$ cat src/rtl/channel_fifo.sv
// Synchronous FIFO channel: valid/ready write port, registered pop-to-out_data read port.
// Optional sticky overflow/underflow flags are built when CHANNEL_FIFO_STATS_EN is defined.
module channel_fifo #(
  parameter int WIDTH = 32,
  parameter int DEPTH = 16
) (
  input  logic                     clk_i,
  input  logic                     rst_i,
  input  logic [WIDTH-1:0]         in_data_i,
  input  logic                     write_valid_i,
  output logic                     write_ready_o,
  output logic [WIDTH-1:0]         out_data_o,
  input  logic                     read_valid_i,
  output logic                     read_ready_o,
  output logic [$clog2(DEPTH):0]   count_o
`ifdef CHANNEL_FIFO_STATS_EN
  ,
  output logic                     err_overflow_o,
  output logic                     err_underflow_o
`endif
);

  localparam int AW = $clog2(DEPTH);
  localparam int CW = AW + 1;
  localparam logic [CW-1:0] FULL_CNT = CW'(DEPTH);

  logic [WIDTH-1:0] mem_q [DEPTH];
  logic [AW-1:0]    wptr_q, wptr_d;
  logic [AW-1:0]    rptr_q, rptr_d;
  logic [CW-1:0]    count_q, count_d;
  logic [WIDTH-1:0] out_q, out_d;
  logic             empty, full, push, pop;

  // Full/empty come only from the registered count, so ready never depends on valid.
  always_comb begin
    empty   = (count_q == '0);
    full    = (count_q == FULL_CNT);
    push    = write_valid_i && !full;
    pop     = read_valid_i && !empty;
    wptr_d  = wptr_q;
    rptr_d  = rptr_q;
    out_d   = out_q;
    count_d = count_q;
    if (push) begin
      wptr_d = wptr_q + 1'b1;
    end
    if (pop) begin
      rptr_d = rptr_q + 1'b1;
      out_d  = mem_q[rptr_q];
    end
    case ({push, pop})
      2'b10:   count_d = count_q + 1'b1;
      2'b01:   count_d = count_q - 1'b1;
      default: count_d = count_q;
    endcase
  end

  always_ff @(posedge clk_i) begin
    if (rst_i) begin
      wptr_q  <= '0;
      rptr_q  <= '0;
      count_q <= '0;
      out_q   <= '0;
    end else begin
      wptr_q  <= wptr_d;
      rptr_q  <= rptr_d;
      count_q <= count_d;
      out_q   <= out_d;
    end
  end

  // Storage is not reset; stale entries become unreachable once the pointers clear.
  always_ff @(posedge clk_i) begin
    if (!rst_i && push) begin
      mem_q[wptr_q] <= in_data_i;
    end
  end

  assign write_ready_o = !full;
  assign read_ready_o  = !empty;
  assign out_data_o    = out_q;
  assign count_o       = count_q;

`ifdef CHANNEL_FIFO_STATS_EN
  logic err_ovf_q, err_ovf_d;
  logic err_udf_q, err_udf_d;

  always_comb begin
    err_ovf_d = err_ovf_q | (write_valid_i && full);
    err_udf_d = err_udf_q | (read_valid_i && empty);
  end

  always_ff @(posedge clk_i) begin
    if (rst_i) begin
      err_ovf_q <= 1'b0;
      err_udf_q <= 1'b0;
    end else begin
      err_ovf_q <= err_ovf_d;
      err_udf_q <= err_udf_d;
    end
  end

  assign err_overflow_o  = err_ovf_q;
  assign err_underflow_o = err_udf_q;
`endif

endmodule

$ cat config.mk
export PLATFORM = sky130hd
export DESIGN_NAME = channel_fifo
export DESIGN_NICKNAME = d
export VERILOG_FILES = /design/src/rtl/channel_fifo.sv
export SDC_FILE = /design/constraint.sdc
export NUM_CORES = 1
export LEC_CHECK = 0
export ABC_AREA = 1
export CELL_PAD_IN_SITES_DETAIL_PLACEMENT = 0
export CELL_PAD_IN_SITES_GLOBAL_PLACEMENT = 1
export CORE_AREA = 5 5 227 229
export DETAILED_ROUTE_END_ITERATION = 16
export DIE_AREA = 0 0 232 234
export PLACE_DENSITY = 0.81
export SYNTH_ARGS = -nofsm -noshare
export SYNTH_HDL_FRONTEND = slang
export SYNTH_SLANG_ARGS = --single-unit
$ cat constraint.sdc
create_clock -name clk_i -period 3.9 [get_ports clk_i]
set_input_delay 1.17 -clock clk_i [delete_from_list [all_inputs] [get_ports clk_i]]
set_output_delay 1.17 -clock clk_i [all_outputs]
set_load 0.02 [all_outputs]
==> impl.org <==
** Synthesis
- Yosys warns :: 0
- Syn Std Cell Area :: 23,730 µm²
- Sequential area share after synthesis :: 68.58%
- Post-synthesis cell type count :: 28
- In the post-synthesis netlist, the biggest area contributors are sky130_fd_sc_hd__edfxtp_1, sky130_fd_sc_hd__nand2_1, sky130_fd_sc_hd__nand3_1, sky130_fd_sc_hd__inv_1, sky130_fd_sc_hd__dfxtp_1.
- After synthesis, the largest area contributor takes up 64.78% of total cell area.
- The synthesized netlist devotes 0.5588% of its cell area to adder and majority cells.
- Fraction of the mapped netlist area in compound gates :: 0.4850%
- Synthesized Nets :: 2,335
- Simple-gate area share of the yosys netlist :: 22.08%
- Count of mapped cells out of synthesis :: 2,289
- By area, the combinational part of the netlist is dominated by simple AND/OR/NAND/NOR gates.
- Summing the areas of all xor and xnor instances in the mapped netlist gives 0.1845% of the synthesized area.
- Number of flip-flops and latches in the synthesized netlist :: 557
- Multiplexer fraction of the synthesized cell area :: 0%
- Each instance of the synthesized netlist takes up on average 10.37 µm².
- Of all cell types, the one taking the most synthesized area is sky130_fd_sc_hd__edfxtp_1.

** Drt
- For this run, design rule violations remaining after detail routing come to 0.
- For this run, the detailed router's first-pass iteration total came to 5.
- Initial drt markers :: 1,162
- Vias post-DR :: 15,710
- After detailed routing, the total wire length is 56,750 µm.
- Signal routing reaches up to met4.
- Per-cell via count in the routed design :: 5.120
- For this block, wires on met1 add up to 23,810 µm.
- Met3 wire length :: 3107 µm
- Routed wirelength normalized by instance count :: 18.50 µm
- In this run the remaining antenna-violating nets after routing total 0.
- In the detailed route, the total length drawn on met2 is 27,980 µm.

** Worst setup path
- Worst-path maximum fanout :: 5
- Minimum setup slack among reg-to-reg paths :: 1.57 ns
- STA classifies the critical path endpoint as an output port.
- The critical path is of the register to output port type.
- Arrival time reported for the critical path endpoint :: 1.87 ns
- The worst register-to-register path begins at rptr_q[1].
- Crit path required time :: 2.73 ns
- The worst setup path is launched from a register.
- Tracing the worst setup path back leads to its startpoint at count_o[4].
- Worst R2R Path Depth :: 8
- Reg-to-reg critical path endpoint :: out_data_o[11]

** Floorplanning
- The die covers 54,290 µm².
- In this run the core area contains 82 standard-cell rows.
- In this run the standard cell core region covers 49,450 µm².
- Die Y-Extent :: 234 µm
- X dimension of the die :: 232 µm
- Once the floorplan was initialized, standard cells occupied 47.99% of the core.
- In this run the count of I/O pins placed on the die edge is 75.

** Placement
- Half-perimeter wire length after placement :: 30,030 µm
- At the placement stage, the worst setup path has a slack of 0.6046 ns.
- Port buffering added 74 buffers.
- Routability-driven placement finished with a final weighted congestion of 0.7928.

** Pwr
- Of the total power, combinational logic draws 25.4%.
- Power per unit of standard cell area :: 597.7 nW/µm²
- Internal Power :: 10.90 mW
- Clk pwr share :: 31.0%
- Cell leakage power :: 11.08 nW
- Net Sw Power :: 5.135 mW
- IR analysis of the VDD net gives a maximum drop of 0.3800 mV.
- Registers are responsible for 43.6% of the overall power.
- Of the total power, the share spent switching nets is 32.03%.

** Final layout
- Number of antenna repair diodes :: 0
- After the last flow step, the layout net total stands at 2,396.
- Number of filler cells placed in the layout :: 4,233
- Relative to the synthesized area, the layout overhead comes to 13.03%.
- Most used cells in the layout excluding fill and tap cells :: sky130_fd_sc_hd__nand2_1, sky130_fd_sc_hd__edfxtp_1, sky130_fd_sc_hd__nand3_1, sky130_fd_sc_hd__inv_1, sky130_fd_sc_hd__clkdlybuf4s50_1
- The library cell used most frequently in the layout, excluding fill and tap cells, is sky130_fd_sc_hd__nand2_1.
- Proportion of layout cells with a drive suffix above 1 :: 6.427%

** Timing
- Setup repair after global routing left no endpoint under its margin.
- The clock arrives with 0.01532 ns of skew.
- Setup slack on the critical path of the routed design comes to 0.8575 ns.
- Least-Margin Pin Slew :: 1.061 ns
- Final cycle utilization of the critical path :: 78.01%
- Pins Over Slew Limit :: 0
- Setup violations remaining at the end of the flow were counted as 0.
- For this run, the top clock speed supported by timing is 328.7 MHz.
- Final setup TNS :: 0 ns
- Min Clock Period, post-route :: 3.042 ns
- The number of hold violations in the final report is 0.
- The worst pin sits at a relative slew slack of 29.27%.

** Clocking
- CTS saw 557 sinks.
- Number of buffers between clock root and the deepest sink :: 3
- Clock-pin slew was measured on the worst setup and hold paths at 0.06 ns.
- Maximum level of the CTS H-tree :: 2
- TritonCTS built the clock tree.
- In this run, post-CTS hold repair placed 0 buffers.
- Gates resized, CTS repair :: 0
- Clk_lat worst skew :: 0.61 ns
- Buffers inserted during clock tree synthesis total 57.
- The root buffer cell chosen for the clock tree is sky130_fd_sc_hd__clkbuf_16.
- # Post-CTS Setup Buffers :: 0

** Status
- Outcome :: completed

** GRT
- First-pass GRT wire length :: 87,980 µm
- In the global route stage, overall resource usage came out at 20.98%.
- The initial antenna violation count is 0.
- The number of global-route vias before repair came to 15,440.
- Entering global routing, the biggest net connects 140 pins.
- Summed over all layers, the global routing overflow is 0.

** Worst hold path
- The path with the worst hold slack has its endpoint at wptr_q[3].
- In this run the most critical hold path is launched from wptr_q[3].
- Hold path cells :: 2
- The tightest min-delay check is of the register to register type.

** Job
- Max-cap violations in this run came to 0.
-- power groups by stage --
stage	clock, mW	combinational, mW	sequential [mW]
2_1_floorplan	0	2.88	7.19
3_3_place_gp	0	4.03	7.11
3_5_place_dp	0	4.09	7.12
4_1_cts	5.07	4.11	6.99
5_1_grt	5.32	4.57	7.02
6_report	4.98	4.07	6.99
-- sequential cells by signal, summed over array words and instances, names as in the netlist --
signal / flops
out_data_o: 32
count_o: 5
mem_q: 512
rptr_q: 4
wptr_q: 4
-- per-layer routing --
layer / up-vias / global-route usage (%)
li1: 7561 / -
met1: 7566 / 27.48
met2: 473 / 36.22
met3: 109 / 2.712
met4: 0 / 7.662
met5: - / 0
-- through the flow --
stage | power, mW | instances | cell area (µm²) | utilization [%] | hold WS, ns
2_1_floorplan | 10.07 | 2289 | 23730 | - | 0.4714
3_3_place_gp | 11.15 | 2963 | 25140 | 50.84 | 0.4978
3_5_place_dp | 11.21 | 2963 | 25140 | 50.84 | 0.5209
5_1_grt | 16.90 | 3068 | 26820 | 54.24 | 0.5501
4_1_cts | 16.18 | 3068 | 26820 | 54.24 | 0.5307
6_report | 16.03 | 3068 | 26820 | 54.24 | 0.5272
-- Yosys cell counts --
library cell               number
sky130_fd_sc_hd__a21boi_0       1
sky130_fd_sc_hd__a21oi_1       12
sky130_fd_sc_hd__buf_1         12
sky130_fd_sc_hd__buf_12         1
sky130_fd_sc_hd__buf_2         50
sky130_fd_sc_hd__buf_4          7
sky130_fd_sc_hd__buf_6         27
sky130_fd_sc_hd__buf_8          1
sky130_fd_sc_hd__clkbuf_1      20
sky130_fd_sc_hd__dfxtp_1       45
sky130_fd_sc_hd__edfxtp_1     512
sky130_fd_sc_hd__fa_1           1
sky130_fd_sc_hd__ha_1           9
sky130_fd_sc_hd__inv_1        307
sky130_fd_sc_hd__inv_2          1
sky130_fd_sc_hd__inv_4          1
sky130_fd_sc_hd__nand2_1      817
sky130_fd_sc_hd__nand2_2        3
sky130_fd_sc_hd__nand3_1      361
sky130_fd_sc_hd__nand4_1        1
sky130_fd_sc_hd__nand4_2        1
sky130_fd_sc_hd__nor2_1        83
sky130_fd_sc_hd__nor2_2         1
sky130_fd_sc_hd__nor3b_2        1
sky130_fd_sc_hd__o21ai_0        8
sky130_fd_sc_hd__o21bai_1       1
sky130_fd_sc_hd__xnor2_1        1
sky130_fd_sc_hd__xor2_1         4
-- critical path: stages, from the launching register on --
cell and delay (ns):
sky130_fd_sc_hd__dfxtp_1 0.45, sky130_fd_sc_hd__inv_1 0.09, sky130_fd_sc_hd__nand4_2 0.12, sky130_fd_sc_hd__clkdlybuf4s50_1 0.61
-- worst max path at each step --
stage	end	slack, ns	depth (start not counted)
after floorplan	mem_q[12][0]	0.47	4
after global placement	count_o[4]	0.64	13
after detailed placement	mem_q[8][27]	0.60	6
after CTS	read_ready_o	0.83	3
after global routing	read_ready_o	0.78	3
final	read_ready_o	0.86	3
-- cell type report --
| cell class | count | area, µm² | share of cell area (%) |
|---|---|---|---|
| tap | 672 | 840.8 | 3.134 |
| timing repair buffer | 120 | 1194 | 4.450 |
| clock inverter | 29 | 165.2 | 0.6157 |
| multi-input combinational | 1305 | 5653 | 21.07 |
| sequential | 557 | 16290 | 60.71 |
| inverter | 309 | 1169 | 4.357 |
| clock buffer | 76 | 1518 | 5.658 |
-- logic make-up after synthesis --
| family | Yosys count |
|---|---|
| flops | 557 |
| buf+inv | 427 |
| simple gates | 1268 |
| fa+ha+maj | 10 |
| xor+xnor | 5 |
| compound gates | 22 |
Note: power is estimated with default switching activity, not from simulation.
